--- src/rtl/mul_issue_ctrl_if.sv ---
// Handshake and multiplier-side signal bundle for mul_issue_ctrl.
// The slave view belongs to the controller; the master view belongs to its environment.
interface mul_issue_ctrl_if #(
    parameter int TAG_W = 4
);
    logic             in_valid;
    logic             in_ready;
    logic [31:0]      in_mlier;
    logic [31:0]      in_mcand;
    logic [TAG_W-1:0] in_tag;
    logic             out_valid;
    logic             out_ready;
    logic [63:0]      out_prodt;
    logic [TAG_W-1:0] out_tag;
    logic             out_err;
    logic [31:0]      mul_mlier;
    logic [31:0]      mul_mcand;
    logic             mul_start;
    logic [63:0]      mul_prodt;
    logic             mul_valid;
    logic             busy;

    modport slave (
        input  in_valid, in_mlier, in_mcand, in_tag, out_ready, mul_prodt, mul_valid,
        output in_ready, out_valid, out_prodt, out_tag, out_err,
               mul_mlier, mul_mcand, mul_start, busy
    );

    modport master (
        output in_valid, in_mlier, in_mcand, in_tag, out_ready, mul_prodt, mul_valid,
        input  in_ready, out_valid, out_prodt, out_tag, out_err,
               mul_mlier, mul_mcand, mul_start, busy
    );
endinterface

--- src/rtl/mul_issue_ctrl.sv ---
// Issue controller for the multi_vl multiplier: operand FIFO, level-held start
// sequencing with a watchdog, and a held result toward a valid/ready consumer.
module mul_issue_ctrl #(
    parameter int DEPTH   = 4,
    parameter int TIMEOUT = 40,
    parameter int TAG_W   = 4
) (
    input  logic             clock,
    input  logic             reset_n,
    mul_issue_ctrl_if.slave  bus
);
    localparam int AW   = $clog2(DEPTH);
    localparam int PW   = AW + 1;
    localparam int EW   = 64 + TAG_W;
    localparam int WD_W = $clog2(TIMEOUT) + 1;
    localparam logic [WD_W-1:0] WD_LAST = WD_W'(TIMEOUT - 1);

    typedef enum logic [1:0] {
        ST_IDLE  = 2'd0,
        ST_ISSUE = 2'd1,
        ST_HOLD  = 2'd2
    } state_e;

    logic [EW-1:0]    mem_q [DEPTH];
    logic [PW-1:0]    wr_ptr_q;
    logic [PW-1:0]    rd_ptr_q;
    state_e           state_q;
    logic [WD_W-1:0]  wdog_q;
    logic [31:0]      mul_mlier_q;
    logic [31:0]      mul_mcand_q;
    logic             mul_start_q;
    logic [TAG_W-1:0] tag_q;
    logic             out_valid_q;
    logic [63:0]      out_prodt_q;
    logic [TAG_W-1:0] out_tag_q;
    logic             out_err_q;

    logic             full_s;
    logic             empty_s;
    logic             push_s;
    logic             pop_s;
    logic [EW-1:0]    head_s;

    // Extra pointer MSB distinguishes full from empty when the indices match.
    assign full_s  = (wr_ptr_q[PW-1] != rd_ptr_q[PW-1]) && (wr_ptr_q[AW-1:0] == rd_ptr_q[AW-1:0]);
    assign empty_s = (wr_ptr_q == rd_ptr_q);
    assign push_s  = bus.in_valid && !full_s;
    assign pop_s   = (state_q == ST_IDLE) && !empty_s;
    assign head_s  = mem_q[rd_ptr_q[AW-1:0]];

    assign bus.in_ready  = !full_s;
    assign bus.busy      = !empty_s || (state_q != ST_IDLE);
    assign bus.out_valid = out_valid_q;
    assign bus.out_prodt = out_prodt_q;
    assign bus.out_tag   = out_tag_q;
    assign bus.out_err   = out_err_q;
    assign bus.mul_mlier = mul_mlier_q;
    assign bus.mul_mcand = mul_mcand_q;
    assign bus.mul_start = mul_start_q;

    // Operand FIFO storage and pointers.
    always_ff @(posedge clock or negedge reset_n) begin
        if (!reset_n) begin
            wr_ptr_q <= '0;
            rd_ptr_q <= '0;
            for (int i = 0; i < DEPTH; i++) begin
                mem_q[i] <= '0;
            end
        end else begin
            if (push_s) begin
                mem_q[wr_ptr_q[AW-1:0]] <= {bus.in_mlier, bus.in_mcand, bus.in_tag};
                wr_ptr_q                <= wr_ptr_q + PW'(1);
            end
            if (pop_s) begin
                rd_ptr_q <= rd_ptr_q + PW'(1);
            end
        end
    end

    // Issue sequencing, watchdog and result holding register.
    always_ff @(posedge clock or negedge reset_n) begin
        if (!reset_n) begin
            state_q     <= ST_IDLE;
            wdog_q      <= '0;
            mul_mlier_q <= 32'd0;
            mul_mcand_q <= 32'd0;
            mul_start_q <= 1'b0;
            tag_q       <= '0;
            out_valid_q <= 1'b0;
            out_prodt_q <= 64'd0;
            out_tag_q   <= '0;
            out_err_q   <= 1'b0;
        end else begin
            case (state_q)
                ST_IDLE: begin
                    if (pop_s) begin
                        mul_mlier_q <= head_s[EW-1:TAG_W+32];
                        mul_mcand_q <= head_s[TAG_W+31:TAG_W];
                        tag_q       <= head_s[TAG_W-1:0];
                        mul_start_q <= 1'b1;
                        wdog_q      <= '0;
                        state_q     <= ST_ISSUE;
                    end
                end
                ST_ISSUE: begin
                    // A product arriving in the last watchdog cycle still wins.
                    if (bus.mul_valid) begin
                        out_prodt_q <= bus.mul_prodt;
                        out_err_q   <= 1'b0;
                        out_tag_q   <= tag_q;
                        out_valid_q <= 1'b1;
                        mul_start_q <= 1'b0;
                        state_q     <= ST_HOLD;
                    end else if (wdog_q == WD_LAST) begin
                        out_prodt_q <= 64'd0;
                        out_err_q   <= 1'b1;
                        out_tag_q   <= tag_q;
                        out_valid_q <= 1'b1;
                        mul_start_q <= 1'b0;
                        state_q     <= ST_HOLD;
                    end else begin
                        wdog_q <= wdog_q + WD_W'(1);
                    end
                end
                ST_HOLD: begin
                    if (out_valid_q && bus.out_ready) begin
                        out_valid_q <= 1'b0;
                        state_q     <= ST_IDLE;
                    end
                end
                default: begin
                    mul_start_q <= 1'b0;
                    out_valid_q <= 1'b0;
                    state_q     <= ST_IDLE;
                end
            endcase
        end
    end
endmodule

--- src/flat_wrapper.sv ---
// flat-port wrapper written by rule: the top's interface ports become plain ports
module mul_issue_ctrl_flat 
#(
    parameter int DEPTH   = 4,
    parameter int TIMEOUT = 40,
    parameter int TAG_W   = 4
)
  (clock, reset_n, bus_in_valid, bus_in_mlier, bus_in_mcand, bus_in_tag, bus_out_ready, bus_mul_prodt, bus_mul_valid, bus_in_ready, bus_out_valid, bus_out_prodt, bus_out_tag, bus_out_err, bus_mul_mlier, bus_mul_mcand, bus_mul_start, bus_busy);
  mul_issue_ctrl_if #(.TAG_W(TAG_W)) bus_i ();
  input  logic clock;
  input  logic reset_n;
  input wire logic [$bits(bus_i.in_valid)-1:0] bus_in_valid;
  input wire logic [$bits(bus_i.in_mlier)-1:0] bus_in_mlier;
  input wire logic [$bits(bus_i.in_mcand)-1:0] bus_in_mcand;
  input wire logic [$bits(bus_i.in_tag)-1:0] bus_in_tag;
  input wire logic [$bits(bus_i.out_ready)-1:0] bus_out_ready;
  input wire logic [$bits(bus_i.mul_prodt)-1:0] bus_mul_prodt;
  input wire logic [$bits(bus_i.mul_valid)-1:0] bus_mul_valid;
  output wire logic [$bits(bus_i.in_ready)-1:0] bus_in_ready;
  output wire logic [$bits(bus_i.out_valid)-1:0] bus_out_valid;
  output wire logic [$bits(bus_i.out_prodt)-1:0] bus_out_prodt;
  output wire logic [$bits(bus_i.out_tag)-1:0] bus_out_tag;
  output wire logic [$bits(bus_i.out_err)-1:0] bus_out_err;
  output wire logic [$bits(bus_i.mul_mlier)-1:0] bus_mul_mlier;
  output wire logic [$bits(bus_i.mul_mcand)-1:0] bus_mul_mcand;
  output wire logic [$bits(bus_i.mul_start)-1:0] bus_mul_start;
  output wire logic [$bits(bus_i.busy)-1:0] bus_busy;
  assign bus_i.in_valid = bus_in_valid;
  assign bus_i.in_mlier = bus_in_mlier;
  assign bus_i.in_mcand = bus_in_mcand;
  assign bus_i.in_tag = bus_in_tag;
  assign bus_i.out_ready = bus_out_ready;
  assign bus_i.mul_prodt = bus_mul_prodt;
  assign bus_i.mul_valid = bus_mul_valid;
  assign bus_in_ready = bus_i.in_ready;
  assign bus_out_valid = bus_i.out_valid;
  assign bus_out_prodt = bus_i.out_prodt;
  assign bus_out_tag = bus_i.out_tag;
  assign bus_out_err = bus_i.out_err;
  assign bus_mul_mlier = bus_i.mul_mlier;
  assign bus_mul_mcand = bus_i.mul_mcand;
  assign bus_mul_start = bus_i.mul_start;
  assign bus_busy = bus_i.busy;
  mul_issue_ctrl #(.DEPTH(DEPTH), .TIMEOUT(TIMEOUT), .TAG_W(TAG_W)) u_core (.clock(clock), .reset_n(reset_n), .bus(bus_i));
endmodule
--- config.mk ---
export PLATFORM = sky130hd
export DESIGN_NAME = mul_issue_ctrl_flat
export DESIGN_NICKNAME = d
export VERILOG_FILES = /design/src/rtl/mul_issue_ctrl_if.sv /design/src/rtl/mul_issue_ctrl.sv /design/src/flat_wrapper.sv
export SDC_FILE = /design/constraint.sdc
export NUM_CORES = 1
export LEC_CHECK = 0
export ABC_AREA = 1
export CAP_MARGIN = 20
export CORE_MARGIN = 2
export CORE_UTILIZATION = 35
export CTS_BUF_LIST = sky130_fd_sc_hd__clkbuf_2 sky130_fd_sc_hd__clkbuf_4 sky130_fd_sc_hd__clkbuf_8
export DETAILED_ROUTE_END_ITERATION = 6
export HOLD_SLACK_MARGIN = 0.08
export PLACE_DENSITY = 0.55
export SETUP_SLACK_MARGIN = 0.05
export SYNTH_ARGS = -nofsm -noshare
export SYNTH_HDL_FRONTEND = slang
export SYNTH_SLANG_ARGS = --single-unit
--- constraint.sdc ---
create_clock -name clock -period 4.81 [get_ports clock]
set_input_delay 1.2025 -clock clock [delete_from_list [all_inputs] [get_ports clock]]
set_output_delay 1.2025 -clock clock [all_outputs]
set_load 0.03 [all_outputs]
Word level (Yosys, flattened, before mapping)
Cells that the tools add are included.
{"block": "classes", "addsub": 3, "n_reduce_logical": 18, "magnitude_cmp": 3, "n_eq_ne": 11, "bitwise_logic": 4, "n_mux": 28}
{"operator": "$bwmux W272", "count": 1}
{"operator": "$mux W68", "count": 3}
{"operator": "$bmux W68 S2", "count": 1}
{"operator": "$demux W68 S2", "count": 1}
{"operator": "$mux W64", "count": 2}
{"operator": "$mux W7", "count": 3}
{"operator": "$pmux W7 S2", "count": 1}
{"operator": "$reduce_and A3 Y1", "count": 3}
{"operator": "$mux W2", "count": 4}
{"operator": "$mux W4", "count": 2}
{"operator": "$add A7 B1 Y7 const B", "count": 1}
{"operator": "$eq A7 B6 Y1 const B", "count": 1}
{"operator": "$mux W1", "count": 7}
{"operator": "$add A3 B1 Y3 const B", "count": 2}
{"operator": "$ge A3 B3 Y1 const B", "count": 2}
{"operator": "$not A2 Y3", "count": 2}
{"operator": "$pmux W1 S3", "count": 2}
{"operator": "$pmux W2 S3", "count": 1}
{"operator": "$reduce_bool A2 Y1", "count": 3}
{"operator": "$logic_and A1 B1 Y1", "count": 5}
{"operator": "$ne A2 B1 Y1 const B", "count": 2}
{"operator": "$ne A2 B2 Y1 const B", "count": 2}
{"operator": "$reduce_and A2 Y1", "count": 2}
{"operator": "$reduce_and A4 Y1", "count": 1}
{"operator": "11 further kinds", "count": 13}
{"block": "word_totals", "in_bits": 137, "reg_bits": 426, "output_inout_bits": 137}

Longest topological paths before layout
Gate-level depths: netlist (run 1).
{"block": "depth", "depth_word": 6, "depth_mapped": 10, "mapped_depth_nobuf": 9}

Worst setup path after synthesis (run 1)
OpenSTA, ideal clock, no wires.
{"block": "synth_timing", "kind": "register to output", "start": "register u_core.wr_ptr_q[0]", "end": "output bus_in_ready", "stages_incl_launch_ff": 6, "required_ns": 3.608, "arrival_ns": 1.239, "setup_slack_ns": 2.368, "path_buffers": 1, "cell_sequence": "dfrtp_1 > inv_1 > nand2_1 > nand2_1 > nand3_4 > buf_1"}
{"block": "synth_via", "elab_chain_len": 3}
{"item": "from (decl)", "line": "mul_issue_ctrl.sv:25", "source": "logic [PW-1:0] wr_ptr_q;"}
{"item": "from (signal assigned)", "line": "mul_issue_ctrl.sv:72", "source": "wr_ptr_q <= wr_ptr_q + PW'(1);"}
{"item": "$eq A2 B2 Y1", "line": "mul_issue_ctrl.sv:45", "source": "assign full_s = (wr_ptr_q[PW-1] != rd_ptr_q[PW-1]) && (wr_ptr_q[AW-1:0] == rd_ptr_q[AW-1:0]);"}
{"item": "$logic_and A1 B1 Y1", "line": "mul_issue_ctrl.sv:45"}
{"item": "$logic_not A1 Y1", "line": "mul_issue_ctrl.sv:51", "source": "assign bus.in_ready = !full_s;"}
{"item": "to (decl)", "line": "flat_wrapper.sv:19", "source": "output wire logic [$bits(bus_i.in_ready)-1:0] bus_in_ready;"}
No other way between the ends.

Worst setup path after layout (run 1)
{"block": "layout_timing", "start": "register u_core.rd_ptr_q[1]", "end": "output bus_busy"}
{"block": "layout_via", "elab_chain_len": 3}
{"item": "from (decl)", "line": "mul_issue_ctrl.sv:26", "source": "logic [PW-1:0] rd_ptr_q;"}
{"item": "from (signal assigned)", "line": "mul_issue_ctrl.sv:75", "source": "rd_ptr_q <= rd_ptr_q + PW'(1);"}
{"item": "$eq A3 B3 Y1", "line": "mul_issue_ctrl.sv:46", "source": "assign empty_s = (wr_ptr_q == rd_ptr_q);"}
{"item": "$logic_not A1 Y1", "line": "mul_issue_ctrl.sv:52", "source": "assign bus.busy = !empty_s || (state_q != ST_IDLE);"}
{"item": "$logic_or A1 B1 Y1", "line": "mul_issue_ctrl.sv:52"}
{"item": "to (decl)", "line": "flat_wrapper.sv:27", "source": "output wire logic [$bits(bus_i.busy)-1:0] bus_busy;"}
No other way between the ends.

==> flow_metrics.env, run 1 <==
export IMPL_tns_ns=0
export IMPL_cts_root_buf="clkbuf_8"
export IMPL_drive_gt1_share_pct=7.25
export IMPL_rsz0062_at_grt="no"
export IMPL_hp_class="reg -> reg"
export IMPL_synth_largest_area_cell="dfrtp_1"
export IMPL_r2r_start="u_core.rd_ptr_q[1]"
export IMPL_status="complete, no violations"
export IMPL_required_ns=3.61
export IMPL_grt_busiest_layer="met2"
export IMPL_grtUsageMet3_pct=4.55
export IMPL_io_pins=274
export IMPL_die_w_um=239
export IMPL_drc_errors=0
export IMPL_rr_endpoint="u_core.mem_q[226]"
export IMPL_grt_usage_pct=21.4
export IMPL_cts_tree="built"
export IMPL_final_util_pct=44.0
export IMPL_total_power_mw=18.0
export IMPL_synth_edff_count=0
export IMPL_grtUsageMet1_pct=28.6
export IMPL_fin_nets=2692
export IMPL_die_h_um=239
export IMPL_vias_per_cell=5.24
export IMPL_grt_overflow=0
export IMPL_cts_buffer_depth=3
export IMPL_p_per_area_mw_per_mm2=749
export IMPL_syn_nets=2514
export IMPL_grt_max_degree=210
export IMPL_crit_type="reg -> out"
export IMPL_cp_num_buf_inv=1
export IMPL_worstHoldStart="u_core.mem_q[128]"
export IMPL_fp_dieArea_sq_mm=0.0570
export IMPL_grt_pass1_wl_um=96600
export IMPL_post_route_period_util_pct=81.5
export IMPL_grt_antenna_before_repair=8
export IMPL_synth_most_common_cell="nand2_1"
export IMPL_numPortBuffers=273
export IMPL_start_util_pct=35.2
export IMPL_max_freq_ghz=0.255
export IMPL_p_leak_nw=11.8
export IMPL_synth_area_top_cells="dfrtp_1, nand2_1, nand4_1, o21ai_0, nor2_1"
export IMPL_synth_seq_cells=426
export IMPL_crit_chain="xnor2_2 > nand4_1 > clkdlybuf4s50_1"
export IMPL_ctsHoldBuffers=0
export IMPL_h_tree_depth=3
export IMPL_met2_usage_pct=34.8
export IMPL_tightest_slew_ns=1.11
export IMPL_ys_types=21
export IMPL_cts_setup_buffers=0
export IMPL_worst_setup_path_end_kind="output pin"
export IMPL_drt_first_pass_iters=7
export IMPL_drt_total_wl_um=61100
export IMPL_cts_reportedPaths_clkPinSlew_ns=0.06
export IMPL_yosys_warnings=0
export IMPL_slowest_delay_ns=0.71
export IMPL_maxCapViolCount=0
export IMPL_async_flop_share_pct=100
export IMPL_wl_per_cell_um=18.4
export IMPL_yosys_area_top_type_share_pct=55.2
export IMPL_netlist_instances=2371
export IMPL_area_delta_synth_final_pct=24.7
export IMPL_place_detailed_hpwl_um=33000
export IMPL_synthFlopType="dfrtp_1"
export IMPL_r2r_cells=6
export IMPL_grt_pass1_vias=17100
export IMPL_ir_drop_uv=640
export IMPL_slew_viol_final=0
export IMPL_fin_worst_skew_ns=0.0210
export IMPL_syn_area_sq_mm=0.0193
export IMPL_worstPathArrival_ns=2.72
export IMPL_cp_start_kind="flip-flop"
export IMPL_drt_iter0_drc=1451
export IMPL_yosys_top_cells_count="nand2_1, dfrtp_1, nand4_1"
export IMPL_regToRegSetupSlack_ns=1.51
export IMPL_place_congestion=0.758
export IMPL_cts_sinks=426
export IMPL_setup_violations=0
export IMPL_hold_viol=0
export IMPL_critPathTopFamily="flip-flops"
export IMPL_hold_depth=2
export IMPL_crit_fanout=50
export IMPL_clk_latency_ns=0.65
export IMPL_ant_nets=0
export IMPL_min_period_ns=3.92
export IMPL_seq_area_frac_synth_pct=55.2
export IMPL_num_vias=17400
export IMPL_startpoint="u_core.rd_ptr_q[1]"
export IMPL_cp_slowest_cell="dfrtp_4"
export IMPL_core_sq_mm=0.0548
export IMPL_ctsResizeCount=0
export IMPL_cts_buffers=79
export IMPL_rows=86
export IMPL_relSlewSlack_pct=26.2
export IMPL_hold_end="u_core.mem_q[128]"
export IMPL_syn_mean_instance_area_sq_um=8.14
==> through the flow <==
| step | area, sq um | hold slack [ns] | worst slack (ns) | std cells |
|---|---|---|---|---|
| global route | 24100 | 0.483 | 0.747 | 3314 |
| finish | 24100 | 0.463 | 0.891 | 3317 |
| global placement | 22400 | 0.448 | 1.49 | 3172 |
| floorplan | 19300 | 0.437 | 2.37 | 2371 |
| CTS | 24100 | 0.467 | 0.765 | 3312 |
| detailed placement | 22400 | 0.453 | 1.48 | 3172 |
==> worst max-delay path by stage <==
stage / end / slack, ns / cells past startpoint
floorplan: bus_in_ready / 2.37 / 5
global placement: bus_busy / 1.49 / 3
detailed placement: bus_busy / 1.48 / 3
CTS: bus_busy / 0.76 / 3
global route: bus_busy / 0.75 / 3
finish: bus_busy / 0.89 / 3
==> cells in the final DEF (no fill, tap or decap), drive strengths merged <==
cell type,count
dfrtp,426
diode,5
clkinvlp,1
nor3b,1
o21ai,217
nor3,1
nand2,921
xnor2,3
clkbuf,129
nand4,276
nand3,81
clkinv,11
xor2,2
buf,30
ha,6
nor2,213
clkdlybuf4s50,270
inv,20
==> layout make-up <==
type | instances | area, sq um
flip-flops and latches | 426 | 10700
clock inverters | 12 | 66.3
diodes | 5 | 12.5
well taps | 704 | 881
multi-input cells | 1721 | 7740
fillers | 5405 | 30700
repair buffers | 301 | 3030
inverters | 20 | 78.8
clock buffers | 128 | 1600
==> worst reg2reg max path, stage by stage (launching register included) <==
cell and delay (ns):
dfrtp_4 0.80, xnor2_2 0.18, nand3_4 0.15, buf_4 0.66, nand3_4 1.00, nand2_1 0.32
nand2_1 0.07
==> layer usage <==
| layer | share of wire, % | routed length (um) |
|---|---|---|
| met3 | 7.3 | 4440 |
| met4 | 1.9 | 1160 |
| met5 | 0.054 | 33 |
| met2 | 47 | 28700 |
| met1 | 44 | 26700 |
==> registers in the layout (all words and copies together) (netlist names) <==
name and cells:
u_core.bus.mul_mlier 32, u_core.bus.mul_mcand 32, u_core.rd_ptr_q 3, u_core.bus.mul_start 1
u_core.bus.out_valid 1, u_core.bus.out_tag 4, u_core.wdog_q 7, u_core.mem_q 272
u_core.bus.out_err 1, u_core.tag_q 4, u_core.bus.out_prodt 64, u_core.wr_ptr_q 3
u_core.state_q 2
==> power by group <==
| part | leakage [nW] | internal (mW) | switching, mW |
|---|---|---|---|
| logic | 5.57 | 2.64 | 5.55 |
| clock network | 0.897 | 2.10 | 1.54 |
| registers | 5.35 | 5.24 | 0.980 |
==> cell families after synthesis <==
kind of cell    after synthesis  synth area share (%)
buf+inv                     224                  5.16
fa+ha+maj                     6                 0.389
compound gates              217                  5.63
simple gates               1493                  33.3
flops                       426                  55.2
xor+xnor                      5                 0.266
(Power assumes the default switching activity.)
==> run 2, diff against run 1 <==
- PLACE_DENSITY: 0.55 -> 0.57
- clock period: 4.81 -> 3.3 ns (I/O delays scaled with it)
==> run 2 against run 1 <==
Hold slack got worse by 0.32 ns. Critical path depth unchanged. Clock skew shrank 0.00068 ns. Non-clock buffer count rose by 12. Largest power group unchanged. Flip-flop and latch count did not move. Global-route usage is 0.27 points higher. Largest cell class unchanged. Register-to-register slack got worse by 0.86 ns. Utilization increased by 0.30 points.
==> flow_metrics.env, run 2 (synthesized netlist as in run 1, its figures left out) <==
export IMPL_worstPathArrival_ns=2.28
export IMPL_min_period_ns=3.11
export IMPL_required_ns=2.47
export IMPL_drt_first_pass_iters=5
export IMPL_drc_errors=0
export IMPL_p_leak_nw=11.9
export IMPL_layout_common_cells="nand2_1, dfrtp_1, nand4_1, clkdlybuf4s50_1, nor2_1"
export IMPL_hold_viol=0
export IMPL_setup_violations=0
export IMPL_h_tree_depth=3
export IMPL_place_detailed_hpwl_um=34400
export IMPL_relSlewSlack_pct=15.2
export IMPL_cts_buffers=76
export IMPL_fin_nets=2702
export IMPL_startpoint="u_core.wr_ptr_q[1]"
export IMPL_area_delta_synth_final_pct=25.6
export IMPL_max_freq_ghz=0.322
export IMPL_core_sq_mm=0.0548
export IMPL_hold_slack_ns=0.145
export IMPL_rsz0062_at_grt="no"
export IMPL_cts_reportedPaths_clkPinSlew_ns=0.06
export IMPL_cp_start_kind="flip-flop"
export IMPL_ir_drop_uv=679
export IMPL_post_place_ws_ns=0.628
export IMPL_slew_viol_final=0
export IMPL_crit_end="bus_in_ready"
export IMPL_nFillCells=5348
export IMPL_seq_area_sq_mm=0.0107
export IMPL_hp_class="in -> async"
export IMPL_r2r_start="u_core.rd_ptr_q[0]"
export IMPL_multi_input_area_sq_mm=0.00775
export IMPL_crit_chain="xnor2_2 > nand3_4 > buf_6"
export IMPL_cts_tree="built"
export IMPL_grt_overflow=0
export IMPL_final_common_cell="nand2_1"
export IMPL_die_w_um=239
export IMPL_grt_antenna_before_repair=4
export IMPL_grt_usage_pct=21.6
export IMPL_p_per_area_mw_per_mm2=1100
export IMPL_final_cells=3321
export IMPL_cp_slowest_cell="dfrtp_1"
export IMPL_vias_per_cell=5.29
export IMPL_regToRegSetupSlack_ns=0.65
export IMPL_post_route_period_util_pct=94.2
export IMPL_layout_setup_ws_ns=0.192
export IMPL_wl_per_cell_um=18.6
export IMPL_tightest_slew_ns=1.27
export IMPL_dpl_cell_area_sq_mm=0.0226
export IMPL_status="complete, no violations"
export IMPL_rr_endpoint="u_core.bus.mul_mlier[31]"
export IMPL_finalInstanceArea_sq_mm=0.0242
export IMPL_crit_type="reg -> out"
export IMPL_fin_worst_skew_ns=0.0203
export IMPL_grt_max_degree=189
export IMPL_regMostFlops="u_core.mem_q"
export IMPL_numPortBuffers=273
export IMPL_fp_dieArea_sq_mm=0.0570
export IMPL_rows=86
export IMPL_grt_pass1_wl_um=97600
export IMPL_grt_pass1_vias=17400
export IMPL_slowest_delay_ns=0.48
export IMPL_drt_total_wl_um=61900
export IMPL_tns_ns=0
export IMPL_clk_latency_ns=0.65
export IMPL_placed_cells=3183
export IMPL_total_power_mw=26.6
export IMPL_drive_gt1_share_pct=7.61
export IMPL_cts_root_buf="clkbuf_8"
export IMPL_place_congestion=0.778
export IMPL_start_util_pct=35.2
export IMPL_maxCapViolCount=0
export IMPL_r2r_cells=7
export IMPL_final_util_pct=44.3
export IMPL_drt_iter0_drc=1388
export IMPL_io_pins=274
export IMPL_die_h_um=239
export IMPL_cts_sinks=426
export IMPL_worst_setup_path_end_kind="output pin"
export IMPL_ctsHoldBuffers=0
export IMPL_num_vias=17600
export IMPL_ant_nets=0
export IMPL_crit_fanout=18
export IMPL_cts_buffer_depth=3
export IMPL_largest_reg_flops=272
run 2: cell types whose count changed in the layout (fill, tap and decap cells not counted), sizes merged:
cell	change
buf	+14
clkbuf	-14
clkinv	+3
clkinvlp	+3
diode	-3
bufinv	+2
clkdlybuf4s50	-2
nand3	+1
run 2: what timing repair did:
action                     in CTS  in global routing
gates cloned                    0                  1
gates resized for setup         2                  1
buffers inserted                0                  1
setup endpoints to repair       1                  1
pin swaps                       1                  2
run 2: worst min-delay path by stage:
stage	from	end	slack, ns	depth (start not counted)
floorplan	u_core.mem_q[100]	u_core.mem_q[100]	0.44	2
global placement	u_core.mem_q[143]	u_core.mem_q[143]	0.45	2
detailed placement	u_core.mem_q[143]	u_core.mem_q[143]	0.45	2
CTS	reset_n	u_core.bus.mul_mcand[11]	0.13	1
global route	reset_n	u_core.bus.mul_mcand[11]	0.17	1
finish	reset_n	u_core.mem_q[11]	0.15	1
run 2: critical path, delay by kind of cell, from the launching register on:
family                    cells  cell delay, ns
buffers and inverters         1            0.28
and+or+nand+nor               1            0.40
DFF                           1            0.48
xor gates and xnor gates      1            0.45
run 2: per-layer routing:
metal / up-vias / track usage [%] / part of all wire, %
met3: 124 / 4.39 / 7.0
met2: 638 / 34.9 / 46
li1: 8244 / - / -
met4: 6 / 7.27 / 2.4
met5: - / 0 / 0.066
met1: 8546 / 29.0 / 44
run 2: area by class of cell:
type,instances,share of cell area [%]
antenna,2,0.0206
clock buffer,114,6.06
clock inverter,20,0.676
inverter,20,0.325
multi-input combinational,1722,32.0
sequential,426,44.0
tap,704,3.63
timing repair buffer,313,13.3
run 2: power breakdown:
group	leakage, nW	internal [mW]	switching [mW]
logic	5.67	4.02	8.30
clock network	0.862	3.00	2.28
registers	5.35	7.64	1.33
